**config.mk**
```make
export PLATFORM = sky130hd
export DESIGN_NAME = softmax_ctrl
export DESIGN_NICKNAME = d
export VERILOG_FILES = /design/src/rtl/softmax_ctrl.sv
export SDC_FILE = /design/constraint.sdc
export NUM_CORES = 1
export LEC_CHECK = 0
export CORE_AREA = 2 2 240 242
export DETAILED_ROUTE_END_ITERATION = 12
export DIE_AREA = 0 0 242 244
export GPL_ROUTABILITY_DRIVEN = 0
export PLACE_DENSITY = 0.78
export SETUP_SLACK_MARGIN = 0.4
export SLEW_MARGIN = 20
export SYNTH_ARGS = -nofsm -noshare
export SYNTH_HDL_FRONTEND = slang
export SYNTH_SLANG_ARGS = --single-unit
```
**constraint.sdc**
```tcl
create_clock -name clock_i -period 7.3 [get_ports clock_i]
set_clock_uncertainty 0.15 [all_clocks]
set_input_delay 1.825 -clock clock_i [delete_from_list [all_inputs] [get_ports clock_i]]
set_output_delay 1.825 -clock clock_i [all_outputs]
set_load 0.02 [all_outputs]
```
**src/rtl/softmax_ctrl.sv**
```systemverilog
// Softmax sequencer: buffers a vector, tracks its maximum, then drives an external
// exp unit, accumulator and divider through req/ack handshakes, streaming results in order.
module softmax_ctrl #(
    parameter int DATA_SIZE = 32,
    parameter int NUM_DATA  = 10
) (
    input  logic                 clock_i,
    input  logic                 reset_n_i,
    input  logic                 start_i,
    input  logic [DATA_SIZE-1:0] data_i,
    output logic                 exp_req_o,
    output logic [DATA_SIZE-1:0] exp_x_o,
    output logic [DATA_SIZE-1:0] exp_max_o,
    input  logic                 exp_ack_i,
    input  logic [DATA_SIZE-1:0] exp_res_i,
    output logic                 sum_clr_o,
    output logic                 sum_en_o,
    output logic [DATA_SIZE-1:0] sum_data_o,
    output logic                 div_req_o,
    output logic [DATA_SIZE-1:0] div_num_o,
    input  logic                 div_ack_i,
    input  logic [DATA_SIZE-1:0] div_res_i,
    output logic                 out_valid_o,
    output logic [DATA_SIZE-1:0] out_data_o,
    output logic                 busy_o,
    output logic                 done_o,
    output logic                 err_o,
    output logic [2:0]           state_o
);

    localparam int IW = (NUM_DATA > 1) ? $clog2(NUM_DATA) : 1;
    localparam logic [IW-1:0] LAST = IW'(NUM_DATA - 1);
    localparam logic [DATA_SIZE-1:0] MSB = {1'b1, {(DATA_SIZE-1){1'b0}}};

    typedef enum logic [2:0] {
        S_IDLE = 3'd0,
        S_LOAD = 3'd1,
        S_EXP  = 3'd2,
        S_DIV  = 3'd3,
        S_DONE = 3'd4
    } state_t;

    // Handshakes: a req stays high with stable data until ack is sampled high on a
    // rising edge; acks seen while the matching req is low are ignored.

    // Order-preserving key: unsigned compare of keys matches float ordering, +0 above -0.
    function automatic logic [DATA_SIZE-1:0] to_key(input logic [DATA_SIZE-1:0] w);
        return w[DATA_SIZE-1] ? ~w : (w | MSB);
    endfunction

    function automatic logic [DATA_SIZE-1:0] from_key(input logic [DATA_SIZE-1:0] k);
        return k[DATA_SIZE-1] ? (k & ~MSB) : ~k;
    endfunction

    state_t               state_q, state_d;
    logic [IW-1:0]        idx_q, idx_d;
    logic [DATA_SIZE-1:0] max_key_q, max_key_d;
    logic                 exp_req_q, exp_req_d;
    logic [DATA_SIZE-1:0] exp_x_q, exp_x_d;
    logic [DATA_SIZE-1:0] exp_max_q, exp_max_d;
    logic                 sum_clr_q, sum_clr_d;
    logic                 sum_en_q, sum_en_d;
    logic [DATA_SIZE-1:0] sum_data_q, sum_data_d;
    logic                 div_req_q, div_req_d;
    logic [DATA_SIZE-1:0] div_num_q, div_num_d;
    logic                 out_valid_q, out_valid_d;
    logic [DATA_SIZE-1:0] out_data_q, out_data_d;
    logic                 busy_q, busy_d;
    logic                 done_q, done_d;
    logic                 err_q, err_d;

    logic [DATA_SIZE-1:0] buf_q [NUM_DATA];
    logic                 buf_we;
    logic [IW-1:0]        buf_wa;
    logic [DATA_SIZE-1:0] buf_wd;
    logic [DATA_SIZE-1:0] data_key;
    logic [IW-1:0]        nxt_idx;

    assign nxt_idx = idx_q + 1'b1;

    always_comb begin
        state_d     = state_q;
        idx_d       = idx_q;
        max_key_d   = max_key_q;
        exp_req_d   = exp_req_q;
        exp_x_d     = exp_x_q;
        exp_max_d   = exp_max_q;
        sum_clr_d   = 1'b0;
        sum_en_d    = 1'b0;
        sum_data_d  = sum_data_q;
        div_req_d   = div_req_q;
        div_num_d   = div_num_q;
        out_valid_d = 1'b0;
        out_data_d  = out_data_q;
        done_d      = 1'b0;
        err_d       = 1'b0;
        buf_we      = 1'b0;
        buf_wa      = idx_q;
        buf_wd      = data_i;
        data_key    = to_key(data_i);

        case (state_q)
            S_IDLE: begin
                if (start_i) begin
                    buf_we    = 1'b1;
                    buf_wa    = '0;
                    idx_d     = IW'(1);
                    max_key_d = data_key;
                    state_d   = S_LOAD;
                end
            end
            S_LOAD: begin
                if (start_i) begin
                    buf_we = 1'b1;
                    if (data_key > max_key_q) max_key_d = data_key;
                    if (idx_q == LAST) begin
                        // Last word folds into the max in time for the first request.
                        idx_d     = '0;
                        state_d   = S_EXP;
                        exp_req_d = 1'b1;
                        exp_x_d   = buf_q[0];
                        exp_max_d = from_key(max_key_d);
                        sum_clr_d = 1'b1;
                    end else begin
                        idx_d = nxt_idx;
                    end
                end else begin
                    err_d   = 1'b1;
                    idx_d   = '0;
                    state_d = S_IDLE;
                end
            end
            S_EXP: begin
                if (exp_req_q && exp_ack_i) begin
                    buf_we     = 1'b1;
                    buf_wd     = exp_res_i;
                    sum_en_d   = 1'b1;
                    sum_data_d = exp_res_i;
                    if (idx_q == LAST) begin
                        idx_d     = '0;
                        exp_req_d = 1'b0;
                        state_d   = S_DIV;
                    end else begin
                        idx_d   = nxt_idx;
                        exp_x_d = buf_q[nxt_idx];
                    end
                end
            end
            S_DIV: begin
                // First divide issues a cycle after entry so the final sum_en has landed.
                if (!div_req_q) begin
                    div_req_d = 1'b1;
                    div_num_d = buf_q[idx_q];
                end else if (div_ack_i) begin
                    out_valid_d = 1'b1;
                    out_data_d  = div_res_i;
                    if (idx_q == LAST) begin
                        idx_d     = '0;
                        div_req_d = 1'b0;
                        done_d    = 1'b1;
                        state_d   = S_DONE;
                    end else begin
                        idx_d     = nxt_idx;
                        div_num_d = buf_q[nxt_idx];
                    end
                end
            end
            S_DONE: begin
                state_d = S_IDLE;
            end
            default: begin
                state_d = S_IDLE;
            end
        endcase

        busy_d = (state_d != S_IDLE);
    end

    always_ff @(posedge clock_i or negedge reset_n_i) begin
        if (!reset_n_i) begin
            state_q     <= S_IDLE;
            idx_q       <= '0;
            max_key_q   <= '0;
            exp_req_q   <= 1'b0;
            exp_x_q     <= '0;
            exp_max_q   <= '0;
            sum_clr_q   <= 1'b0;
            sum_en_q    <= 1'b0;
            sum_data_q  <= '0;
            div_req_q   <= 1'b0;
            div_num_q   <= '0;
            out_valid_q <= 1'b0;
            out_data_q  <= '0;
            busy_q      <= 1'b0;
            done_q      <= 1'b0;
            err_q       <= 1'b0;
        end else begin
            state_q     <= state_d;
            idx_q       <= idx_d;
            max_key_q   <= max_key_d;
            exp_req_q   <= exp_req_d;
            exp_x_q     <= exp_x_d;
            exp_max_q   <= exp_max_d;
            sum_clr_q   <= sum_clr_d;
            sum_en_q    <= sum_en_d;
            sum_data_q  <= sum_data_d;
            div_req_q   <= div_req_d;
            div_num_q   <= div_num_d;
            out_valid_q <= out_valid_d;
            out_data_q  <= out_data_d;
            busy_q      <= busy_d;
            done_q      <= done_d;
            err_q       <= err_d;
        end
    end

    always_ff @(posedge clock_i) begin
        if (buf_we) buf_q[buf_wa] <= buf_wd;
    end

    assign exp_req_o   = exp_req_q;
    assign exp_x_o     = exp_x_q;
    assign exp_max_o   = exp_max_q;
    assign sum_clr_o   = sum_clr_q;
    assign sum_en_o    = sum_en_q;
    assign sum_data_o  = sum_data_q;
    assign div_req_o   = div_req_q;
    assign div_num_o   = div_num_q;
    assign out_valid_o = out_valid_q;
    assign out_data_o  = out_data_q;
    assign busy_o      = busy_q;
    assign done_o      = done_q;
    assign err_o       = err_q;
    assign state_o     = state_q;

endmodule

```
# Word level (Yosys, flattened, before mapping)
# Memories as Yosys holds them, arrays and structs flattened.
# Index checks and enable logic that the tools add are counted.
[totals]
n_memories = 1
input_bits = 101
mem_bits_rw = 320
out_inout_bits = 171
ff_bits = 207
word_cells = 110
[op_classes]
add_sub_neg = 1
bitwise_logic = 2
n_eq_ne = 14
muxes = 60
reduce_logical = 15
order_cmp = 1
[memory_table]
columns = ["memory", "words", "width", "rd", "rd_ports_with_merged_regs", "wr", "line_no", "rtl"]
rows = [
  ["buf_q", 10, 32, 3, 0, 1, "72", "logic [DATA_SIZE-1:0] buf_q [NUM_DATA];"],
]
[ops]
columns = ["op", "n"]
rows = [
  ["$mux W32", 15],
  ["$pmux W32 S2", 2],
  ["$not A32 Y32", 2],
  ["$gt A32 B32 Y1", 1],
  ["$mux W4", 8],
  ["$mux W3", 8],
  ["$mux W1", 23],
  ["$ne A2 B2 Y1 const B", 10],
  ["$pmux W4 S4", 1],
  ["$reduce_and A5 Y1", 3],
  ["$pmux W3 S4", 1],
  ["$reduce_and A3 Y1", 4],
  ["$eq A3 B2 Y1 const B", 2],
  ["$add A4 B1 Y4 const B", 1],
  ["$eq A4 B4 Y1 const B", 1],
  ["$pmux W1 S2", 2],
  ["$reduce_bool A2 Y1", 2],
  ["$reduce_bool A4 Y1", 1],
  ["$eq A3 B1 Y1 const B", 1],
  ["$logic_not A3 Y1", 1],
  ["$reduce_bool A3 Y1", 1],
  ["$reduce_and A2 Y1", 1],
  ["$reduce_or A2 Y1", 1],
  ["$logic_and A1 B1 Y1", 1],
]

# Logic depth before layout (Yosys ltp)
[logic_depth]
depth_word = 8
mapped_depth = 12
depth_no_buf = 8

# Worst setup path after synthesis
# OpenSTA, ideal clock, no wires.
[synth_timing]
kind = "input to register"
startpoint = "in exp_ack_i"
endpoint = "mem buf_q[3][0], enable pin"
slack_ns = 2.078
setup_ns = 0.461
path_buffers = 0
stages = 6
required_ns = 6.689
t_arrival_ns = 4.611
path_cell_list = "nand2_1 -> nor2_1 -> a21oi_1 -> nor2_1 -> a21oi_1 -> nor3_1"
[synth_via]
elab_chain_cells = 5
[synth_rtl]
columns = ["element", "line_no", "rtl"]
rows = [
  ["start: declaration", "14", "input logic exp_ack_i,"],
  ["$logic_and A1 B1 Y1", "134", "if (exp_req_q && exp_ack_i) begin"],
  ["$mux W1", "134", ""],
  ["$pmux W1 S2", "102", "case (state_q)"],
  ["$mux W1", "218", "if (buf_we) buf_q[buf_wa] <= buf_wd;"],
  ["$mux W1 (implied by the code)", "218", ""],
  ["end: declaration", "72", ""],
]
# Every way passes these cells.

# Final worst setup path
[layout_timing]
startpoint = "in data_i[31]"
endpoint = "reg max_key_q[12]"
[layout_via]
elab_chain_cells = 8
elab_cells_between_ends = 9
classes_between = "1 x order compare; 7 x mux; 1 x bitwise"
[layout_rtl]
columns = ["element", "line_no", "rtl"]
rows = [
  ["start: declaration", "10", "input logic [DATA_SIZE-1:0] data_i,"],
  ["$not A32 Y32", "48", "return w[DATA_SIZE-1] ? ~w : (w | MSB);"],
  ["$mux W32 (*)", "48", ""],
  ["$gt A32 B32 Y1", "115", "if (data_key > max_key_q) max_key_d = data_key;"],
  ["$mux W32", "115", ""],
  ["$mux W32", "113", "if (start_i) begin"],
  ["$mux W32", "102", ""],
  ["$mux W32", "113", ""],
  ["$pmux W32 S2 (*)", "102", ""],
  ["end signal: assignment", "200", "max_key_q <= max_key_d;"],
  ["end: declaration", "57", "logic [DATA_SIZE-1:0] max_key_q, max_key_d;"],
]
# Every way passes the cells marked *; elsewhere a longest branch is shown, timed or not. The select of a mux whose other input is x is not followed.
# A chain may end at the register's enable or synchronous reset.

==> flow_summary.toml <==
[status]
outcome = "finished, final reports clean"

[final_layout]
regArea_um2 = 14800
drive_gt1_share_pct = 15.6
antenna_cells = 0
multi_input_area_um2 = 9760
final_common_cell = "edfxtp_1"
fin_area_um2 = 30300
fillerInstances = 4627
area_delta_synth_final_pct = 20.1
nets = 2222
most-common-layout-cells = "edfxtp_1, clkdlybuf4s50_1, nand2_1"

[route]
wl_per_cell_um = 22.9
via_per_inst = 5.81
dr_wl_met3_um = 4610
routed_wl_um = 65900
drtIter0Drc = 1453
drc_errors = 0
firstDrtPassIters = 5
wl_met1_um = 26400
top_layer = "met5"
ant_nets = 0
wl_met2_um = 32800
vias = 16800

[global_route]
grt_max_degree = 142
grt_usage_pct = 22.2
overflow = 0
grt_first_pass_wirelength_um = 102000
antenna_found_initial = 2
grt_pass1_vias = 17500

[cts]
cts_max_level = 2
cts_resized = 0
cts_sinks = 527
holdBufCountCts = 0
cts_made_buffers = 52
cts_setup_buffers = 0
clock_path_buffers = 3
cts_tree = "built"
worstSkewPairLatency_ns = 0.60
clk_pin_slew_ns = 0.06
cts_root_buffer = "clkbuf_16"

[critical_path]
rr_endpoint = "div_num_o[20]"
critPathLaunch = "data_i[31]"
crit_end = "max_key_q[12]"
worstPathArrival_ns = 5.19
endpoint_kind = "flop"
worst-r2r-setup-slack_ns = 3.16
reg2reg_from = "idx_q[0]"
crit_required_ns = 7.64
criticalPathCategory = "in -> reg"
cp-start-kind = "primary input"
worstPathMaxFanout = 34
rr_worst_depth = 8

[synth]
netlist.area_leader.share_pct = 38.1
async_flop_share_pct = 39.3
synth_edf_count = 320
synth_flop_cell = "edfxtp_1"
ys_ff_latch = 527
syn_nets = 1999
netlist_instances = 1864
yosys.cell_types.count = 47
netlist_area_um2 = 25200
avgSynthCellArea_um2 = 13.5
synth_top_area_cell = "edfxtp_1"
synth_area_leaders = "edfxtp_1, dfrtp_1, mux4_2, mux2i_1, nand2_1"
yosysSeqAreaShare_pct = 58.7
yosys_warnings = 0

[flow_run]
maxCapViolCount = 0

[sta]
fmaxAchievable_mhz = 206
setup_slack_ns = 2.45
setup_tns_ns = 0
worstMarginPinSlew_ns = 1.13
holdWs_ns = 0.327
finalCriticalPeriod_ns = 4.85
setup_viol = 0
final_max_slew_viol_count = 0
finalHoldViolCount = 0
fin_crit_sh_pct = 66.5
rsz0062_at_grt = "false"
slew_headroom_pct = 24.5

[die]
core-area_um2 = 56200
rows = 87
io_pins = 272
start_util_pct = 44.9
die_w_um = 242
die_h_um = 244
dieArea_um2 = 59000

[power]
pwr_density_cell_nw_per_um2 = 269
ir_worst_vdd_mv = 0.185
power_leakage_nw = 11.6

[place]
post_dp_cell_area_um2 = 28600
port_buffers = 271
hpwlAfterDp_um = 42500
post-place-ws_ns = 1.82

[hold_path]
worstHoldPathType = "reg -> reg"
[state kept, by name, indices dropped and copies added, names as in the netlist, named ones only]
signal	cells
max_key_q	31
div_req_o	1
out_valid_o	1
busy_o	1
state_o	3
sum_clr_o	1
exp_x_o	32
err_o	1
out_data_o	32
exp_max_o	32
exp_req_o	1
div_num_o	32
sum_en_o	1
idx_q	4
sum_data_o	32
done_o	1
buf_q	320
[layer usage]
metal / vias up / global-route usage [%]
li1: 7415 / -
met1: 8528 / 28.4
met2: 665 / 37.5
met3: 142 / 4.69
met4: 2 / 8.41
met5: - / 0
[logic make-up (layout without fill, tap and decap cells)]
family	count (synthesis)	in the layout	share of synthesized area, %
buffers and inverters	173	437	3.06
DFF	527	527	58.7
and+or+nand+nor	448	448	7.91
adders and majority gates	34	34	1.69
xor gates and xnor gates	64	64	2.22
AOI/OAI and AO/OA	329	329	7.91
muxes	289	289	18.6
[area by class of cell]
| type | count | area share, % |
|---|---|---|
| sequential | 527 | 48.9 |
| multi-input combinational | 1164 | 32.2 |
| timing repair buffer | 305 | 9.84 |
| clock buffer | 71 | 4.81 |
| tap | 756 | 3.12 |
| clock inverter | 24 | 0.669 |
| inverter | 37 | 0.459 |
[Yosys cell counts, types with 9 or more instances]
master / count
a211oi_1: 95
a21oi_1: 87
a31oi_1: 25
buf_1: 12
buf_2: 34
buf_4: 15
clkbuf_1: 72
dfrtp_1: 207
edfxtp_1: 320
ha_1: 34
inv_1: 36
mux2_2: 35
mux2_4: 28
mux2i_1: 98
mux4_2: 128
nand2_1: 255
nand3_1: 36
nand4_1: 15
nor2_1: 51
nor2b_1: 66
nor3_1: 9
o211ai_1: 9
o21ai_0: 100
xnor2_1: 33
xor2_1: 31
[how the worst min path moves through the flow]
stage / slack [ns] / cells after the start / startpoint / endpoint
2_1_floorplan: 0.37 / 1 / max_key_q[11] / max_key_q[11]
3_3_place_gp: 0.31 / 2 / sum_data_o[20] / sum_data_o[20]
3_5_place_dp: 0.31 / 2 / sum_data_o[21] / sum_data_o[21]
4_1_cts: 0.33 / 2 / sum_data_o[1] / sum_data_o[1]
5_1_grt: 0.35 / 2 / sum_data_o[6] / sum_data_o[6]
6_report: 0.33 / 2 / exp_x_o[28] / exp_x_o[28]
[report_power, final]
part	internal [mW]	switching (mW)
Combinational	0.974	1.01
Clock	1.50	1.14
Sequential	3.34	0.168
[stage by stage]
step / instances / utilization [%] / total power, mW
final: 2884 / 53.9 / 8.13
after global placement: 2789 / 50.9 / 5.47
after floorplan: 1864 / - / 4.98
after CTS: 2884 / 53.9 / 8.18
after detailed placement: 2789 / 50.9 / 5.54
after global routing: 2884 / 53.9 / 8.49
[critical path: stages]
cell	delay (ns)
buf_2	0.72
xor2_1	0.20
ha_1	0.38
nand4_1	0.21
nor4_1	0.45
and2_1	0.23
a21o_1	0.14
a31o_4	0.61
mux2_2	0.41
Note: power is estimated with default switching activity, not from simulation.
==> variant 1, RTL diff (config.mk and constraints unchanged) <==
Set the parameter `NUM_DATA` to 5 (it was 10).
--- a/src/rtl/softmax_ctrl.sv
+++ b/src/rtl/softmax_ctrl.sv
@@ -2,7 +2,7 @@
 // exp unit, accumulator and divider through req/ack handshakes, streaming results in order.
 module softmax_ctrl #(
     parameter int DATA_SIZE = 32,
-    parameter int NUM_DATA  = 10
+    parameter int NUM_DATA  = 5
 ) (
     input  logic                 clock_i,
     input  logic                 reset_n_i,
Behaviour: no difference found for any inputs over 4 cycles, from zero or initial values and one cycle with reset_n_i low; that may be too few to reach the edited logic, so the function may still have changed.
==> variant 1 against the original RTL <==
Total power rose by 3.1%. Wire length decreased by 24%. Design area is 26% lower. Synthesized area down 30%. Setup slack lost 0.24 ns. Sequential cell count fell by 161. Synthesized cell count down 24%.
==> variant 1: results (changes against the original RTL) <==
** Drt
- Met3 WL :: 3070 um (-33%)
- The wire length on met1 came to 21200 um (-20%).
- Final WL :: 49900 um (-24%)
- The routed length on met2 is 24200 um (-26%).
- The first-iteration detailed-routing DRC count is 785 (-46%).
- The mean number of vias per cell is 5.03 (-13%).

** Synth
- The register area share after synthesis was 56.7% (-1.9 points).
- XOR/XNOR share of the synthesized area :: 3.14% (+0.92 points)
- The fraction of synthesis flops using an asynchronous set or reset pin came to 56.3% (+17 points).
- Proportion of synthesized area in mux cells :: 16.3% (-2.3 points)
- The flip-flop and latch count after synthesis was 366 (-31%).
- The complex-gate fraction of the synthesized area was 7.85% (-0.063 points).
- The most used flip-flop cell after synthesis is sky130_fd_sc_hd__dfrtp_1.
- Cell types with the largest area share after synthesis :: sky130_fd_sc_hd__dfrtp_1, sky130_fd_sc_hd__edfxtp_1, sky130_fd_sc_hd__mux4_2
- Synth unique cells :: 49 (+4.3%)
- EDFF count, synth :: 160 (-50%)
- The post-synthesis net count is 1549 (-23%).
- The share of synthesized cell area in full adder, half adder and majority cells came to 2.42% (+0.74 points).
- Leading cell types by count after synthesis :: sky130_fd_sc_hd__nand2_1, sky130_fd_sc_hd__dfrtp_1, sky130_fd_sc_hd__edfxtp_1

** Final layout
- The number of clock buffers in the layout came to 59 (-17%).
- Area fraction of clock buffers and clock inverters :: 5.43% (-0.041 points)
- Filler Cell Count :: 5216 (+13%)
- The layout multi-input combinational cell count is 912 (-22%).
- Nonclk buf count :: 295 (-3.3%)
- Max FFs per register :: 160 (-50%)
- The post-layout instance area is 22300 sq um (-26%).
- The area used by multi-input combinational logic was 7110 sq um (-27%).
- Diodes inserted :: 3 (+3)
- The sequential fraction of total cell area came to 44.7% (-4.2 points).
- Register bank with the most flops :: buf_q
- The number of nets in the finished design is 1787 (-20%).
- The portion of the layout cell area used by non-clock buffers is 13.0% (+3.2 points).

** Power
- The static power due to leakage is 0.00906 uW (-22%).
- Peak ir drop on the vdd network :: 210 uV (+13%)

** Worst setup path
- Crit path DAT :: 5.37 ns (+0.18 ns)
- Maximum fanout encountered on the critical timing path :: 33 (-2.9%)
- The delay of the slowest cell on the worst path is 0.68 ns (-0.04 ns).
- The slowest stage of the critical path belongs to the cell sky130_fd_sc_hd__a31o_4.
- The cell family contributing the most delay on the critical path is compound AO/OA/AOI/OAI gates.

** Global routing
- The total global routing track utilization is 16.9% (-5.4 points).
- The number of global-route vias before repair was 13.0k (-26%).
- The initial antenna violation count was 3 (+1).
- The global-route wire length before repair is 77600 um (-24%).

** Placed design
- Post-DP Area :: 21100 sq um (-26%)
- The HPWL after detailed placement was 34600 um (-19%).

** STA
- Slew HR :: 42.5% (+18 points)

** Clock tree
- Total clock buffers created by CTS :: 40 (-23%)
- The number of buffers inserted to repair setup after CTS was 0 (unchanged).
- Clock network latency to the later pin of the worst-skew pair :: 0.55 ns (-0.05 ns)
- Cell at the root of the clock tree :: sky130_fd_sc_hd__clkbuf_16

** Outcome
- Result of the run :: finished clean
## variant 1: changes by cell type after synthesis, moves of 25 or more
cell | before | now
sky130_fd_sc_hd__nor2b_1 | 66 | 23
sky130_fd_sc_hd__edfxtp_1 | 320 | 160
sky130_fd_sc_hd__a21oi_1 | 87 | 32
sky130_fd_sc_hd__mux2i_1 | 98 | 47
sky130_fd_sc_hd__a211oi_1 | 95 | 40
sky130_fd_sc_hd__mux4_2 | 128 | 64
sky130_fd_sc_hd__nor2_1 | 51 | 26
## variant 1: path summary, 6_finish.rpt
path                                     start              to  slack (ns)  depth (start not counted)
worst max register to register      state_o[1]    buf_q[2][22]        3.68                          6
worst min register to register  sum_data_o[24]  sum_data_o[24]        0.32                          2
worst min-delay path            sum_data_o[24]  sum_data_o[24]        0.32                          2
worst max-delay path                data_i[15]   max_key_q[16]        2.21                          9
max in group asynchronous            reset_n_i    exp_max_o[1]        4.67                          2
min in group asynchronous            reset_n_i   div_num_o[20]        1.16                          1
## variant 1: stage by stage
stage,setup slack (ns),instances
2_1_floorplan,2.49,1414
3_3_place_gp,1.78,2366
3_5_place_dp,1.60,2366
4_1_cts,2.21,2439
5_1_grt,1.99,2440
6_report,2.21,2442
## variant 1: layer usage
layer | track usage [%] | vias to the layer above
met5 | 0 | -
met4 | 5.81 | 2
met3 | 4.14 | 84
met2 | 28.2 | 367
met1 | 21.5 | 6206
li1 | - | 5622
## variant 1: report_power, final
| part | switching, uW | internal [uW] |
|---|---|---|
| Combinational | 1820 | 1680 |
| Sequential | 334 | 2670 |
| Clock | 819 | 1070 |
| Total | 2970 | 5420 |
==> variant 2, RTL diff (same settings) <==
Without the edit above. Put one more register stage on the output `err_o`. The value now appears one clock later. The other outputs are not delayed to match.
--- a/src/rtl/softmax_ctrl.sv
+++ b/src/rtl/softmax_ctrl.sv
@@ -230,7 +230,9 @@
     assign out_data_o  = out_data_q;
     assign busy_o      = busy_q;
     assign done_o      = done_q;
-    assign err_o       = err_q;
+    always_ff @(posedge clock_i) begin
+        err_o <= err_q;
+    end
     assign state_o     = state_q;
 
 endmodule
Formal check against the unedited RTL: not equivalent (a bounded check fails within 4 cycles, from zero or initial values and one cycle with reset_n_i low).
==> variant 2 against the original RTL <==
Sequential cell count up 1. Setup slack worse by 0.45 ns. Clock power is 15% higher. Total power rose by 5.2%. Design area increased by 1.0%. Utilization grew 0.54 points. Die area unchanged. Final cell count is 0.10% higher. Global-route usage about the same. Count of clock-buffer cells in the layout shrank 4. Synthesized area hardly changed. Critical endpoint unchanged. Wire length increased by 0.73%. Register-to-register slack got worse by 0.34 ns.
==> variant 2: results (changes against the original RTL) <==
** Outcome
- Result of the run :: finished clean

** Final layout
- The number of fill cells was 4545 (-1.8%).
- Fraction of layout instances using a drive strength above 1 :: 16.2% (+0.59 points)
- The flip-flop count of the largest register after layout came to 320 (unchanged).

** Synth
- Sequential element share of the synthesized area :: 58.7% (about the same)
- The number of different library cells in the post-synthesis netlist is 48 (+2.1%).
- Share of flip-flops with an asynchronous set or reset after synthesis :: 39.2% (-0.074 points)
- Cell types with the largest area share after synthesis :: sky130_fd_sc_hd__edfxtp_1, sky130_fd_sc_hd__dfrtp_1, sky130_fd_sc_hd__mux4_2
- Complex-gate fraction of the synthesized area :: 7.90% (about the same)
- The post-synthesis net count is 2000 (+0.050%).
- Number of instances in the synthesized netlist :: 1865 (+0.054%)
- XOR/XNOR share of the synthesized area :: 2.22% (about the same)
- Adder-cell share of the synthesized area :: 1.69% (about the same)
- The proportion of synthesized area in mux cells was 18.5% (about the same).

** Power
- Peak ir drop on the vdd network :: 167 uV (-10%)
- Leak :: 0.0117 uW (+1.1%)

** STA
- Worst hold slack :: 0.197 ns (-0.130 ns)
- The transition time of the tightest slew-check pin is 1.06 ns (-0.0705 ns).
- The least setup slack across all paths after layout came to 2.00 ns (-0.446 ns).

** Placed design
- The HPWL after detailed placement was 42400 um (-0.34%).
- The post-placement cell area came to 28600 sq um (about the same).
- Post-placement worst setup slack :: 1.52 ns (-0.298 ns)
- Cell total after placement :: 2787 (-0.072%)

** Worst setup path
- Kind of cell adding the most delay to the critical path :: buffers and inverters
- The delay of the slowest cell on the worst path is 0.74 ns (+0.02 ns).
- Endpoint of the lowest-slack register-to-register path :: div_num_o[31]
- The worst setup slack for register-to-register paths was 2.82 ns (-0.34 ns).

** Global routing
- Vias in the first global route :: 17.5k (-0.10%)
- The global-route wire length before repair came to 102000 um (about the same).
- The total global routing track utilization was 22.3% (+0.028 points).
- The largest net degree at the start of global routing came to 118 (-17%).
- Antenna violations before repair :: 1 (-1)

** Clock tree
- Total clock buffers created by CTS :: 53 (+1.9%)
- The later pin in the worst-skew pair is clocked with a latency of 0.61 ns.

** Drt
- The routed length per instance was 23.0 um (+0.63%).
- The vias after detailed routing is 16.8k (+0.39%).
- The detailed-router iteration count before antenna repair came to 7 (+2).
- The mean number of vias per cell was 5.83 (+0.28%).

** Min path
- In this run the most critical hold path is launched from err_q.
- Terminating pin of the worst hold path :: err_o
- Hold Crit Depth :: 0 (-2)
-- variant 2: layout make-up --
| class | instances | area (sq um) | area share [%] |
|---|---|---|---|
| clock buffers | 67 | 1460 | 4.77 |
| clock inverters | 32 | 489 | 1.60 |
| inverters | 37 | 140 | 0.458 |
| multi-input cells | 1164 | 9750 | 31.9 |
| flip-flops and latches | 528 | 14800 | 48.5 |
| well taps | 756 | 946 | 3.09 |
| repair buffers | 303 | 2980 | 9.73 |
-- variant 2: power breakdown --
part	internal (uW)	switching (uW)	leakage, uW	total (uW)
Sequential	3350	157	0.00553	3500
Combinational	971	1040	0.00523	2010
Clock	1840	1200	0.000943	3040
Total	6160	2390	0.0117	8560
-- variant 2: per-layer routing --
layer  part of all wire, %  up-vias  routed length, um  GRT usage [%]
met5                     0        -                  0              0
met4                   3.0        0               1990           7.23
met3                   6.7      152               4440           4.03
met2                    49      692              32800           37.9
met1                    41     8534              27100           29.0
li1                      -     7439                  -              -
